--- src/rtl/ram_rw_bist.sv ---
// ram_rw_bist: write/read-back exerciser for a single-port synchronous RAM.
//
// A start pulse accepted in IDLE runs one pass: every address 0..DEPTH-1
// is written with pattern P(addr), then read back in the same order, and
// each returned word is compared RD_LAT cycles after its address was
// presented. Mismatches are counted (saturating). At the end of the pass a
// one-cycle done pulse is raised and pass is updated.
//
// Optional feature macro: RAM_RW_BIST_FIRST_ERR_EN
//   When defined, first_err_addr/first_err_data report the address and the
//   received word of the first mismatch in the pass.
//
// Ports:
//   clk            in   clock, rising edge
//   rst_n          in   asynchronous reset, active-low
//   start          in   one-cycle run request, sampled in IDLE only
//   pattern_sel    in   pattern select, captured when start is accepted
//   ram_rd_data    in   RAM read data
//   ram_en         out  RAM enable
//   ram_we         out  RAM write enable (1=write, 0=read)
//   ram_addr       out  RAM address
//   ram_wr_data    out  RAM write data
//   busy           out  pass in progress
//   done           out  one-cycle end-of-pass pulse
//   err_cnt        out  saturating mismatch count of the last/current pass
//   pass           out  1 iff the last completed pass had no mismatch
//   first_err_addr out  (optional) address of first mismatch
//   first_err_data out  (optional) received data of first mismatch
//
// state   | meaning
// --------+-------------------------------------------------------------
// S_IDLE  | RAM bus quiet, waiting for start
// S_WRITE | writing P(addr) to addr 0..DEPTH-1
// S_READ  | reading addr 0..DEPTH-1, compares trail by RD_LAT cycles
// S_DRAIN | RD_LAT cycles with the bus quiet, collecting the last reads

module ram_rw_bist #(
  parameter int DATA_W = 8,
  parameter int ADDR_W = 5,
  parameter int DEPTH  = 32,
  parameter int RD_LAT = 1,
  parameter int ERR_W  = 8
) (
  input  logic              clk,
  input  logic              rst_n,
  input  logic              start,
  input  logic [1:0]        pattern_sel,
  input  logic [DATA_W-1:0] ram_rd_data,
  output logic              ram_en,
  output logic              ram_we,
  output logic [ADDR_W-1:0] ram_addr,
  output logic [DATA_W-1:0] ram_wr_data,
  output logic              busy,
  output logic              done,
  output logic [ERR_W-1:0]  err_cnt,
`ifdef RAM_RW_BIST_FIRST_ERR_EN
  output logic [ADDR_W-1:0] first_err_addr,
  output logic [DATA_W-1:0] first_err_data,
`endif
  output logic              pass
);

  localparam int LAT_W = $clog2(RD_LAT + 1);
  localparam logic [ADDR_W-1:0] LAST_ADDR = ADDR_W'(DEPTH - 1);
  localparam logic [LAT_W-1:0]  DRAIN_LOAD = LAT_W'(RD_LAT - 1);

  typedef enum logic [1:0] {
    S_IDLE  = 2'd0,
    S_WRITE = 2'd1,
    S_READ  = 2'd2,
    S_DRAIN = 2'd3
  } state_t;

  // Pattern generator; the address is zero-extended or truncated to DATA_W.
  function automatic logic [DATA_W-1:0] pat(input logic [1:0] sel,
                                            input logic [ADDR_W-1:0] a);
    logic [DATA_W-1:0] ax;
    logic [DATA_W-1:0] cb;
    logic [DATA_W-1:0] res;
    ax = DATA_W'(a);
    // ..0101 with bit 0 set; used for even addresses, inverted for odd.
    for (int i = 0; i < DATA_W; i++) cb[i] = ((i % 2) == 0);
    case (sel)
      2'd0:    res = ax;
      2'd1:    res = ~ax;
      2'd2:    res = a[0] ? ~cb : cb;
      default: res = DATA_W'(1) << (32'(a) % DATA_W);
    endcase
    return res;
  endfunction

  state_t             state_q, state_d;
  logic [1:0]         sel_q, sel_d;
  logic [LAT_W-1:0]   drain_q, drain_d;
  logic               en_d, we_d;
  logic [ADDR_W-1:0]  addr_d;
  logic [DATA_W-1:0]  wd_d;
  logic               busy_d, done_d, pass_d;
  logic [ERR_W-1:0]   err_d;
  logic               accept;
  logic               mismatch;

  // Expected word and valid bit travel alongside each read address so the
  // compare lines up with the RAM's read latency.
  logic               vld_sr [1:RD_LAT];
  logic [DATA_W-1:0]  exp_sr [1:RD_LAT];

  // A start arriving in the done cycle is not taken; the earliest accepted
  // start is the cycle after done.
  assign accept   = (state_q == S_IDLE) && start && !done;
  assign mismatch = vld_sr[RD_LAT] && (ram_rd_data != exp_sr[RD_LAT]);

  always_comb begin
    err_d = err_cnt;
    if (accept) begin
      err_d = '0;
    end else if (mismatch && (err_cnt != {ERR_W{1'b1}})) begin
      err_d = err_cnt + ERR_W'(1);
    end
  end

  always_comb begin
    state_d = state_q;
    sel_d   = sel_q;
    drain_d = drain_q;
    en_d    = 1'b0;
    we_d    = 1'b0;
    addr_d  = '0;
    wd_d    = '0;
    busy_d  = busy;
    done_d  = 1'b0;
    pass_d  = pass;
    case (state_q)
      S_IDLE: begin
        if (accept) begin
          sel_d   = pattern_sel;
          busy_d  = 1'b1;
          en_d    = 1'b1;
          we_d    = 1'b1;
          wd_d    = pat(pattern_sel, '0);
          state_d = S_WRITE;
        end
      end
      S_WRITE: begin
        en_d = 1'b1;
        if (ram_addr == LAST_ADDR) begin
          state_d = S_READ;
        end else begin
          we_d   = 1'b1;
          addr_d = ram_addr + ADDR_W'(1);
          wd_d   = pat(sel_q, ram_addr + ADDR_W'(1));
        end
      end
      S_READ: begin
        if (ram_addr == LAST_ADDR) begin
          drain_d = DRAIN_LOAD;
          state_d = S_DRAIN;
        end else begin
          en_d   = 1'b1;
          addr_d = ram_addr + ADDR_W'(1);
        end
      end
      S_DRAIN: begin
        if (drain_q == '0) begin
          // The last compare lands in this cycle, so pass uses the
          // updated count.
          done_d  = 1'b1;
          busy_d  = 1'b0;
          pass_d  = (err_d == '0);
          state_d = S_IDLE;
        end else begin
          drain_d = drain_q - LAT_W'(1);
        end
      end
      default: state_d = S_IDLE;
    endcase
  end

  always_ff @(posedge clk or negedge rst_n) begin
    if (!rst_n) begin
      state_q     <= S_IDLE;
      sel_q       <= '0;
      drain_q     <= '0;
      ram_en      <= 1'b0;
      ram_we      <= 1'b0;
      ram_addr    <= '0;
      ram_wr_data <= '0;
      busy        <= 1'b0;
      done        <= 1'b0;
      pass        <= 1'b0;
      err_cnt     <= '0;
    end else begin
      state_q     <= state_d;
      sel_q       <= sel_d;
      drain_q     <= drain_d;
      ram_en      <= en_d;
      ram_we      <= we_d;
      ram_addr    <= addr_d;
      ram_wr_data <= wd_d;
      busy        <= busy_d;
      done        <= done_d;
      pass        <= pass_d;
      err_cnt     <= err_d;
    end
  end

  always_ff @(posedge clk or negedge rst_n) begin
    if (!rst_n) begin
      for (int i = 1; i <= RD_LAT; i++) begin
        vld_sr[i] <= 1'b0;
        exp_sr[i] <= '0;
      end
    end else begin
      vld_sr[1] <= ram_en && !ram_we;
      exp_sr[1] <= pat(sel_q, ram_addr);
      for (int i = 2; i <= RD_LAT; i++) begin
        vld_sr[i] <= vld_sr[i-1];
        exp_sr[i] <= exp_sr[i-1];
      end
    end
  end

`ifdef RAM_RW_BIST_FIRST_ERR_EN
  logic [ADDR_W-1:0] addr_sr [1:RD_LAT];

  always_ff @(posedge clk or negedge rst_n) begin
    if (!rst_n) begin
      for (int i = 1; i <= RD_LAT; i++) addr_sr[i] <= '0;
      first_err_addr <= '0;
      first_err_data <= '0;
    end else begin
      addr_sr[1] <= ram_addr;
      for (int i = 2; i <= RD_LAT; i++) addr_sr[i] <= addr_sr[i-1];
      if (accept) begin
        first_err_addr <= '0;
        first_err_data <= '0;
      end else if (mismatch && (err_cnt == '0)) begin
        // err_cnt saturates rather than wrapping, so zero means no
        // mismatch yet in this pass.
        first_err_addr <= addr_sr[RD_LAT];
        first_err_data <= ram_rd_data;
      end
    end
  end
`endif

endmodule

--- config.mk ---
export PLATFORM = sky130hd
export DESIGN_NAME = ram_rw_bist
export DESIGN_NICKNAME = d
export VERILOG_FILES = /design/src/rtl/ram_rw_bist.sv
export SDC_FILE = /design/constraint.sdc
export NUM_CORES = 1
export LEC_CHECK = 0
export ABC_AREA = 1
export BUFFER_PORTS_ARGS = -buffer_cell sky130_fd_sc_hd__buf_2
export CAP_MARGIN = 20
export CORE_MARGIN = 2
export CORE_UTILIZATION = 50
export DETAILED_ROUTE_END_ITERATION = 12
export PLACE_DENSITY = 0.75
export SLEW_MARGIN = 20
export SYNTH_ARGS = -nofsm -noshare
export SYNTH_HDL_FRONTEND = slang
export SYNTH_SLANG_ARGS = --single-unit
--- constraint.sdc ---
create_clock -name clk -period 1.51 [get_ports clk]
set_input_delay 0.151 -clock clk [delete_from_list [all_inputs] [get_ports clk]]
set_output_delay 0.151 -clock clk [all_outputs]
set_load 0.02 [all_outputs]
=== Word-level counts from Yosys, hierarchy flattened ===
Index checks and enable logic that the tools add are counted.

* Latch bits: 0
* Memory bits (writable): 0
* Output and inout port bits: 26
* Bits in registers: 40
* Memories kept: 0
* ROM bits: 0

* Equality and inequality tests: 14
* Div/mod/pow operators: 0
* Add/subtract/negate cells: 3
* Reductions and logical operators: 19
* $lt $le $gt $ge: 0
* Bitwise logic cells: 3
* $mul: 0
* Muxes and demuxes: 29
* Shift operators: 2

{| class="wikitable"
|+ Operators by type and width
! kind !! count
|-
| 8-bit one-hot mux with 3 select lines || 3
|-
| 8-bit two-way mux || 6
|-
| 5-bit NOT with 8-bit output || 2
|-
| 8-bit one-hot mux with 2 select lines || 1
|-
| 1-bit by 3-bit left shift with 8-bit output (first input constant) || 2
|-
| 5-bit two-way mux || 2
|-
| 8-bit by 1-bit adder with 8-bit output (second input constant) || 1
|-
| 2-bit equality test (second input constant) || 4
|-
| 8-bit logical NOT || 1
|-
| 1-bit two-way mux || 8
|-
| 2-bit two-way mux || 4
|-
| 2-bit != test (second input constant) || 4
|-
| 8-bit != test || 1
|-
| 8-bit != test (second input constant) || 1
|-
| 2-bit one-hot mux with 4 select lines || 1
|-
| 2-bit by 1-bit equality test with 1-bit output (second input constant) || 3
|-
| 2-bit logical NOT || 3
|-
| 1-bit one-hot mux with 2 select lines || 3
|-
| 2-bit AND reduction || 3
|-
| 5-bit by 1-bit adder with 5-bit output (second input constant) || 1
|-
| 5-bit equality test (second input constant) || 1
|-
| 1-bit logical AND || 5
|-
| 4-bit AND reduction || 1
|-
| 2-bit nonzero test || 2
|-
| 6 further kinds || 7
|}

=== Depth between registers and ports, before layout ===
Gate-level depths: netlist of the first run.

* Depth after elaboration: 6
* Mapped depth: 14

=== Least setup slack after synthesis of the first run ===
Ideal clock, no wire load.

* Kind: reg2reg
* Start point: register ram_addr[0]
* End point: register state_q[0]
* Slack: -234 ps
* Clock period less this slack: 1744 ps
* Required time: 1382 ps
* Stages on the path, launching flop included: 11
* Data arrival time: 1617 ps
* Cell sequence: dfrtp_1 > ha_1 > nand2_1 > nor2_1 > ha_1 > nor2_1 > inv_1 > nand3_1 > inv_1 > o21ai_1 > o21ai_0

* Longest elaborated chain between the ends: 3
* Elaborated cells on any way between the ends: 4

{| class="wikitable"
|+ RTL lines
! what !! line !! text
|-
| from (decl) || 51 || <nowiki>output logic [ADDR_W-1:0] ram_addr,</nowiki>
|-
| from (signal assigned) || 198 || <nowiki>ram_addr <= addr_d;</nowiki>
|-
| 5-bit equality test (*) || 146, 155 ||
|-
| 2-bit != test (no line) || n/a ||
|-
| 4-bit AND reduction (no line) (*) || n/a ||
|-
| to (signal assigned) || 193 || <nowiki>state_q <= state_d;</nowiki>
|-
| to (decl) || 92 || <nowiki>state_t state_q, state_d;</nowiki>
|}

Mark *: on every way between the ends. The rest lies on a longest branch, timed or not.
A chain may end at the register's enable or synchronous reset.

=== Worst setup path in the final report of the first run ===
* Start point: register err_cnt[1]
* End point: register pass

* Longest elaborated chain between the ends: 5
* Elaborated cells on any way between the ends: 6

{| class="wikitable"
|+ RTL lines
! what !! line !! text
|-
| from (decl) || 55 || <nowiki>output logic [ERR_W-1:0] err_cnt,</nowiki>
|-
| from (signal assigned) || 203 || <nowiki>err_cnt <= err_d;</nowiki>
|-
| parallel branches: the longest is 2 deep, another holds 8-bit by 1-bit adder with 8-bit output || n/a ||
|-
| 8-bit two-way mux (*) || 117 || <nowiki>end else if (mismatch && (err_cnt != {ERR_W{1'b1}})) begin</nowiki>
|-
| 8-bit two-way mux (*) || 115 || <nowiki>if (accept) begin</nowiki>
|-
| 8-bit logical NOT (*) || 169 || <nowiki>pass_d = (err_d == '0);</nowiki>
|-
| to (signal assigned) || 202 || <nowiki>pass <= pass_d;</nowiki>
|-
| to (decl) || 60 || <nowiki>output logic pass</nowiki>
|}

Every way passes the cells marked *.

==> impl_metrics.tcl, run 1 <==
set metrics [dict create \
    synthArstFlopShare_pct 100 \
    synth_area_um2 2250 \
    ant_nets 0 \
    synth_compound_area_share_pct 10.0 \
    fin_skew_ns 0.00859 \
    cts.path.max_buffers 2 \
    synthTopCellsByArea "dfrtp_1 43%, nand2_1 11%, ha_1 8.9%" \
    antennaDiodeCount 0 \
    synth_xor_area_share_pct 2.33 \
    worstSkewPairLatency_ns 0.29 \
    cts.clk_slew.worst_paths_ns 0.07 \
    grt_use_met3_pct 3.99 \
    use_met1_pct 29.0 \
    synth_fp_nets 306 \
    wirelength_um 5640 \
    synth_adder_area_share_pct 8.89 \
    drc 0 \
    antenna_found_initial 0 \
    setup_viol 5 \
    synthCells 277 \
    synth-main-ff-cell "dfrtp_1" \
    core_area_um2 4350 \
    fill_cells 321 \
    grt_pass1_wl_um 8410 \
    finalSetupTns_ns -0.140 \
    rsz0062_at_grt "true" \
    crit_chain "ha_4, nand2_4, nor2_4, nand2_4, nand2_4, nor2_4, nand4_2, nand2_2, nand3_2, nand2_2, nor2_1, nand2_1, nand2_1" \
    worst-path-max-fanout 4 \
    hold_viol_final 0 \
    muxShareOfSynthArea_pct 0 \
    cts_buffers 5 \
    synth-simple-area-share_pct 25.2 \
    seqCellArea_um2 982 \
    worstSetupPathType "reg -> reg" \
    ys_ff_latch 39 \
    relSlewSlack_pct 73.9 \
    first_global_vias 1874 \
    initial_core_util_pct 51.7 \
    status "finished with violations" \
    netlist.top_cell.by_area "dfrtp_1" \
    slowest_stage "dfrtp_2" \
    die_w_um 71.1 \
    hold_class "in -> reg" \
    grt_usage_pct 21.4 \
    slowest_delay_ns 0.43 \
    yosysMostFrequentCell "nand2_1" \
    violations "negative setup slack" \
    synth_cell_types 33 \
    firstDrtPassIters 5 \
    max_slew.worst_pin.slew_ns 0.391 \
    routabilityCongestion 0.915 \
    die_h_um 71.1 \
    placementRows 24 \
    worst_slack_ns -0.0693 \
    dp_hpwl_um 3740 \
    utilization_pct 71.9 \
    ys_seq_area_share_pct 43.4 \
    slew_violations 0 \
    die_area_um2 5050 \
    crit_top_cell "nand2_4" \
    routed_via_density 5.22 \
    synth_top_area_share_pct 43.4 \
    drive_above_1_share_pct 38.8 \
    root_buffer "clkbuf_8" \
    synthTopCellsByCount "63 x nand2_1, 47 x inv_1, 39 x dfrtp_1" \
    cts_tree "built" \
    synth_warnings 0 \
    worstPathArrival_ns 1.77 \
    synth_top_family_by_area "simple AND/OR/NAND/NOR gates" \
    gr-total-overflow 0 \
    htree_levels 2 \
    grt_start_max_net_pins 40 \
    synth_area_per_cell_um2 8.13 \
    worstSetupEndpointType "flip-flop" \
    required_ns 1.70 \
    ir_drop_mv 1.06 \
    pin_count 39 \
    multi_input_area_um2 1240 \
    fin_crit_ns 1.58 \
    power.density_nw_per_um2 1880 \
    io_buffers 38 \
    area_growth_pct 39.0 \
    synth-edff-count 0 \
    layout.nets 389 \
    wl_per_cell_um 13.7 \
    busiest_layer "met2" \
    use_met2_pct 33.7 \
    cp-start-kind "flip-flop" \
    cts_sinks 39 \
    max_freq_ghz 0.633 \
    cap_violations 0 \
    drt_iter0_drc 154 \
    num_vias 2154 \
    post-route-period-util_pct 105 \
    leakage_uw 0.00171 \
]
## worst max-delay path: cells and delay by family, from the launching register on
kind                       cells  cell delay [ns]
and+or+nand+nor               12             0.87
DFF                            1             0.43
adders and majority gates      1             0.18
## final timing paths
check                                from          end  slack, ns  cells past startpoint
setup / recovery               err_cnt[1]         pass      -0.07                     13
hold / removal             pattern_sel[0]     sel_q[0]       0.12                      3
setup reg to reg               err_cnt[1]         pass      -0.07                     13
hold reg to reg                    ram_we       vld_sr       0.42                      1
max in group asynchronous           rst_n   err_cnt[0]       0.96                      3
min in group asynchronous           rst_n  ram_addr[3]       0.34                      3
## metal layers
metal	share of wire (%)	up-vias
li1	-	1052
met1	42	997
met2	49	90
met3	6.5	15
met4	2.5	0
met5	0	-
## flip-flops by register name, indices dropped and copies added, names as in the netlist
register     count
exp_sr           8
err_cnt          8
pass             1
done             1
ram_addr         5
ram_en           1
ram_we           1
ram_wr_data      8
state_q          2
busy             1
sel_q            2
vld_sr           1
## cell type report
cell class | count | share of cell area, %
tap | 52 | 2.08
timing repair buffer | 79 | 17.0
multi-input combinational | 182 | 39.7
sequential | 39 | 31.4
clock buffer | 8 | 3.20
inverter | 53 | 6.72
## cell usage in the layout, fill, tap and decap left out, drive strengths merged
cell type	n
clkinv	3
xor2	2
o211ai	1
nand3b	1
o31ai	1
a211oi	2
nand4	9
dfrtp	39
dlygate4sd3	1
o21ai	18
nor2	23
inv	50
a21oi	8
xnor2	4
o32ai	1
clkbuf	8
o2111ai	4
a31oi	2
ha	16
buf	78
a31o	1
nand2	70
nand3	18
nor3	1
## through the flow
stage          power [uW]  hold slack [ns]  setup WS (ns)  cells  instance area (um^2)
3_3_place_gp         4450            0.132        -0.0727    389                  2740
6_report             5870            0.122        -0.0693    413                  3130
3_5_place_dp         4510            0.138         -0.107    389                  2740
4_1_cts              5390            0.113        -0.0832    400                  2920
2_1_floorplan        3470           -0.145        -0.0392    277                  2310
5_1_grt              6290            0.142         -0.171    413                  3130
## report_power, final
part	internal, uW	switching (uW)	total, uW	leakage (uW)
clock	417	353	770	0.0000515
sequential	1440	253	1700	0.000497
combinational	1430	1970	3400	0.00116
total	3290	2580	5870	0.00171
## kinds of logic (layout without fill, tap and decap cells)
family                   count (synthesis)  after routing
flip-flops                              39             39
XOR/XNOR                                 6              6
AO/OA/AOI/OAI                           38             38
buffers and inverters                   57            140
adder cells (fa/ha/maj)                 16             16
AND/OR/NAND/NOR                        121            122
## timing repair
item / CTS / global route
gates cloned: 0 / 1
pin swaps: 10 / 13
endpoints found under the setup margin: 6 / 14
buffers inserted: 2 / 13
gates resized for setup: 11 / 33
endpoints found under the hold margin: 39 / 0
hold buffers: 1 / 0
No activity file was read; power rests on OpenSTA's default activity.
==> run 2, diff against run 1 <==
Settings changed: SETUP_SLACK_MARGIN set to 0.15.
==> impl_metrics.tcl, run 2 (same netlist as run 1, synthesis figures left out) <==
set metrics [dict create \
    cap_violations 0 \
    fin_skew_ns 0.0136 \
    cts_sinks 39 \
    crit_chain "ha_4, nand2_4, nor2_4, nand2_4, nand2_4, nor2_4, nand4_1, nand3_2, nand2_1, nor2_1, nand2_1, nand2_1" \
    die_w_um 71.1 \
    drive_above_1_share_pct 47.8 \
    pin_count 39 \
    fill_cells 273 \
    cp-start-kind "flip-flop" \
    max_slew.worst_pin.slew_ns 0.465 \
    die_area_um2 5050 \
    path_buf_inv 0 \
    fin_crit_ns 1.61 \
    wl_met2_um 3030 \
    grt_start_max_net_pins 19 \
    dpl.cell_count 386 \
    reg.largest.list "err_cnt: 8 flops, exp_sr: 8 flops, ram_wr_data: 8 flops" \
    wirelength_um 6060 \
    dp_hpwl_um 3720 \
    layout_commonest_cell "nand2_1" \
    power.density_nw_per_um2 1950 \
    layout.nets 390 \
    wl_per_cell_um 14.6 \
    seqCellArea_um2 983 \
    worstPathArrival_ns 1.84 \
    num_vias 2168 \
    fin_cells 414 \
    worstSetupEndpointType "flip-flop" \
    antennaDiodeCount 0 \
    relSlewSlack_pct 69.0 \
    initial_core_util_pct 51.7 \
    die_h_um 71.1 \
    antenna_found_initial 0 \
    cts_tree "built" \
    post-route-period-util_pct 107 \
    max_freq_ghz 0.622 \
    io_buffers 38 \
    drc 0 \
    routed_via_density 5.24 \
    worst_slack_ns -0.0987 \
    gr-total-overflow 0 \
    hold_viol_final 0 \
    fin_hold_ws_ns 0.0973 \
    pre_cts_ws_ns -0.0960 \
    drt_iter0_drc 132 \
    multi_input_area_um2 1390 \
    hold_class "in -> reg" \
    routabilityCongestion 0.866 \
    root_buffer "clkbuf_8" \
    worstSkewPairLatency_ns 0.30 \
    slowest_delay_ns 0.43 \
    worstSetupPathType "reg -> reg" \
    leakage_uw 0.00175 \
    grt_usage_pct 22.7 \
    core_area_um2 4350 \
    power_uw 6490 \
    rsz0062_at_grt "true" \
    final_cell_mix "55 x nand2_1, 38 x buf_2, 36 x inv_1" \
    violations "negative setup slack" \
    cts_buffers 5 \
    crit_family "simple AND/OR/NAND/NOR gates" \
    grt_pass1_wl_um 9000 \
    top_layer_used "met4" \
    required_ns 1.74 \
    cts.clk_slew.worst_paths_ns 0.09 \
    wl_met1_um 2620 \
    firstDrtPassIters 4 \
    status "finished with violations" \
    area_growth_pct 47.9 \
    first_global_vias 2034 \
    worst-path-max-fanout 4 \
    slew_violations 0 \
    cts.path.max_buffers 2 \
    placementRows 24 \
    finalSetupTns_ns -0.342 \
    htree_levels 2 \
    setup_viol 6 \
    ant_nets 0 \
    ir_drop_mv 1.27 \
    route.met3.wl_um 298 \
    slowest_stage "dfrtp_2" \
]
## run 2: path summary, 6_finish.rpt
check                         endpoint            from  depth (start not counted)  slack (ns)
max                               pass      err_cnt[1]                         12        -0.1
min                           sel_q[0]  pattern_sel[0]                          3         0.1
max reg2reg                       pass      err_cnt[1]                         12        -0.1
min reg2reg                     vld_sr          ram_we                          1        0.43
max in group asynchronous    exp_sr[5]           rst_n                          3        0.65
min in group asynchronous  ram_addr[2]           rst_n                          2        0.30
## run 2: worst min-delay path: cells and delay by family
family | cells | cell delay (ns)
AO/OA/AOI/OAI | 1 | 0.06
AND/OR/NAND/NOR | 1 | 0.05
buffers and inverters | 1 | 0.10
## run 2: through the flow
stage | instance area (um^2) | utilization [%]
after floorplan | 2330 | -
final | 3330 | 76.4
after detailed placement | 2730 | 62.7
after global placement | 2730 | 62.7
after global routing | 3330 | 76.4
after CTS | 3060 | 70.2
## run 2: metal layers
layer,vias up,track usage [%]
met2,54,38.2
met5,-,0
met1,1045,29.5
met3,14,4.27
li1,1055,-
met4,0,7.76
## run 2: report_power, final
| group | internal [uW] | switching (uW) |
|---|---|---|
| sequential | 1450 | 315 |
| clock | 535 | 379 |
| combinational | 1610 | 2200 |
| total | 3590 | 2890 |
## run 2: layout make-up
cell class | count | area share (%)
tap | 52 | 1.95
inverter | 53 | 6.58
clock buffer | 6 | 2.48
timing repair inverter | 1 | 0.188
clock inverter | 2 | 1.05
sequential | 39 | 29.5
timing repair buffer | 79 | 16.5
multi-input combinational | 182 | 41.7
## run 2: repair_timing
item / in CTS / in global routing
hold buffers: 1 / 0
pin swaps: 24 / 23
hold endpoints to repair: 16 / 0
setup buffers: 12 / 5
gates cloned: 0 / 2
setup endpoints to repair: 20 / 29
gates resized for setup: 30 / 54
==> run 3, diff against run 2 <==
--- a/config.mk
+++ b/config.mk
@@ -8,3 +8,3 @@
 export ABC_AREA = 1
-export BUFFER_PORTS_ARGS = -buffer_cell sky130_fd_sc_hd__buf_2
+export BUFFER_PORTS_ARGS = -buffer_cell sky130_fd_sc_hd__buf_4
 export CAP_MARGIN = 20
--- a/constraint.sdc
+++ b/constraint.sdc
@@ -3,2 +3,2 @@
 set_output_delay 0.151 -clock clk [all_outputs]
-set_load 0.02 [all_outputs]
+set_load 0.005 [all_outputs]
==> impl_metrics.tcl, run 3 (same netlist as run 1, synthesis figures left out) <==
set metrics [dict create \
    status "finished with violations" \
    violations "negative setup slack" \
    cap_violations 0 \
    cts_sinks 39 \
    slew_violations 0 \
    post-route-period-util_pct 104 \
    finalSetupTns_ns -0.332 \
    ant_nets 0 \
    layout_commonest_cell "buf_4" \
    wirelength_um 6010 \
    rsz0062_at_grt "true" \
    max_freq_ghz 0.634 \
    leakage_uw 0.00177 \
    required_ns 1.69 \
    relSlewSlack_pct 66.8 \
    antenna_found_initial 0 \
    die_h_um 71.1 \
    pre_cts_ws_ns -0.0498 \
    drt_iter0_drc 111 \
    reg.largest.list "err_cnt: 8 flops, exp_sr: 8 flops, ram_wr_data: 8 flops" \
    hold_viol_final 0 \
    initial_core_util_pct 51.7 \
    worst-path-max-fanout 6 \
    worstSetupPathType "reg -> reg" \
    cts.clk_slew.worst_paths_ns 0.08 \
    hold_class "in -> reg" \
    firstDrtPassIters 4 \
    power_uw 6280 \
    multi_input_area_um2 1370 \
    power.density_nw_per_um2 1850 \
    wl_per_cell_um 14.5 \
    area_growth_pct 50.9 \
    grt_pass1_wl_um 9240 \
    worstPathArrival_ns 1.76 \
    setup_viol 7 \
    fill_cells 282 \
    cts.path.max_buffers 2 \
    num_vias 2179 \
    worstSkewPairLatency_ns 0.29 \
    cp-start-kind "flip-flop" \
    final_cell_mix "67 x buf_4, 57 x nand2_1, 41 x inv_1" \
    fin_crit_ns 1.58 \
    fin_skew_ns 0.00844 \
    die_w_um 71.1 \
    die_area_um2 5050 \
    cts_buffers 5 \
    seqCellArea_um2 980 \
    io_buffers 38 \
    root_buffer "clkbuf_8" \
    pin_count 39 \
    dp_hpwl_um 3650 \
    drc 0 \
    routed_via_density 5.25 \
    routabilityCongestion 0.942 \
    worst_slack_ns -0.0675 \
    antennaDiodeCount 0 \
    first_global_vias 2039 \
    layout.nets 392 \
    grt_start_max_net_pins 40 \
    gr-total-overflow 0 \
    max_slew.worst_pin.slew_ns 0.498 \
    htree_levels 2 \
    cts_tree "built" \
    placementRows 24 \
    grt_usage_pct 23.2 \
    core_area_um2 4350 \
    ir_drop_mv 1.19 \
    drive_above_1_share_pct 45.2 \
    worstSetupEndpointType "flip-flop" \
]
-- run 3: cell count changes in the layout (fill, tap and decap cells not counted), sizes merged --
cell      before  now
buf           78   80
clkinvlp       1    0
clkinv         3    4
bufinv         1    0
-- run 3: area by class of cell --
cell class | instances | area share, %
clock buffers | 6 | 2.43
clock inverters | 1 | 0.147
inverters | 53 | 6.34
multi-input cells | 182 | 40.3
flip-flops and latches | 39 | 28.9
well taps | 52 | 1.92
repair buffers | 81 | 19.7
repair inverters | 1 | 0.332
-- run 3: worst paths after layout --
kind / slack, ns / cells after the start / start / to
setup / recovery: -0.07 / 7 / ram_addr[1] / ram_wr_data[2]
hold / removal: 0.1 / 3 / pattern_sel[0] / sel_q[0]
setup reg to reg: -0.07 / 7 / ram_addr[1] / ram_wr_data[2]
hold reg to reg: 0.43 / 1 / ram_we / vld_sr
max in group asynchronous: 0.79 / 2 / rst_n / ram_addr[1]
min in group asynchronous: 0.36 / 2 / rst_n / exp_sr[3]
-- run 3: where the power goes --
group | internal, uW | switching [uW]
clock | 359 | 363
sequential | 1440 | 274
combinational | 1820 | 2030
total | 3620 | 2660
-- run 3: metrics by stage --
stage	cells	hold slack (ns)	cell area, um^2	utilization (%)
after floorplan	277	-0.145	2310	-
after global placement	385	0.147	2800	64.2
after detailed placement	385	0.148	2800	64.2
after CTS	405	0.0991	3200	73.5
after global routing	415	0.140	3400	78.0
final	415	0.0988	3400	78.0
-- run 3: routing by layer --
| layer | vias up | global-route usage (%) | wire length [um] |
|---|---|---|---|
| met2 | 72 | 39.6 | 3080 |
| met3 | 12 | 5.98 | 346 |
| met5 | - | 0 | 0 |
| met1 | 1033 | 29.9 | 2470 |
| li1 | 1062 | - | - |
| met4 | 0 | 5.45 | 106 |
-- run 3: critical path, stage by stage, from the launching register on --
cell      delay [ns]
dfrtp_2         0.43
ha_4            0.18
buf_6           0.12
ha_4            0.25
inv_8           0.10
nor3_4          0.04
a211oi_2        0.25
o21ai_1         0.10
-- run 3: timing repair --
action	in CTS	in global routing
pin swaps	25	25
buffers inserted	11	9
resized for setup	53	31
hold buffers	1	0
hold endpoints to repair	39	0
gates cloned	1	1
endpoints found under the setup margin	20	27
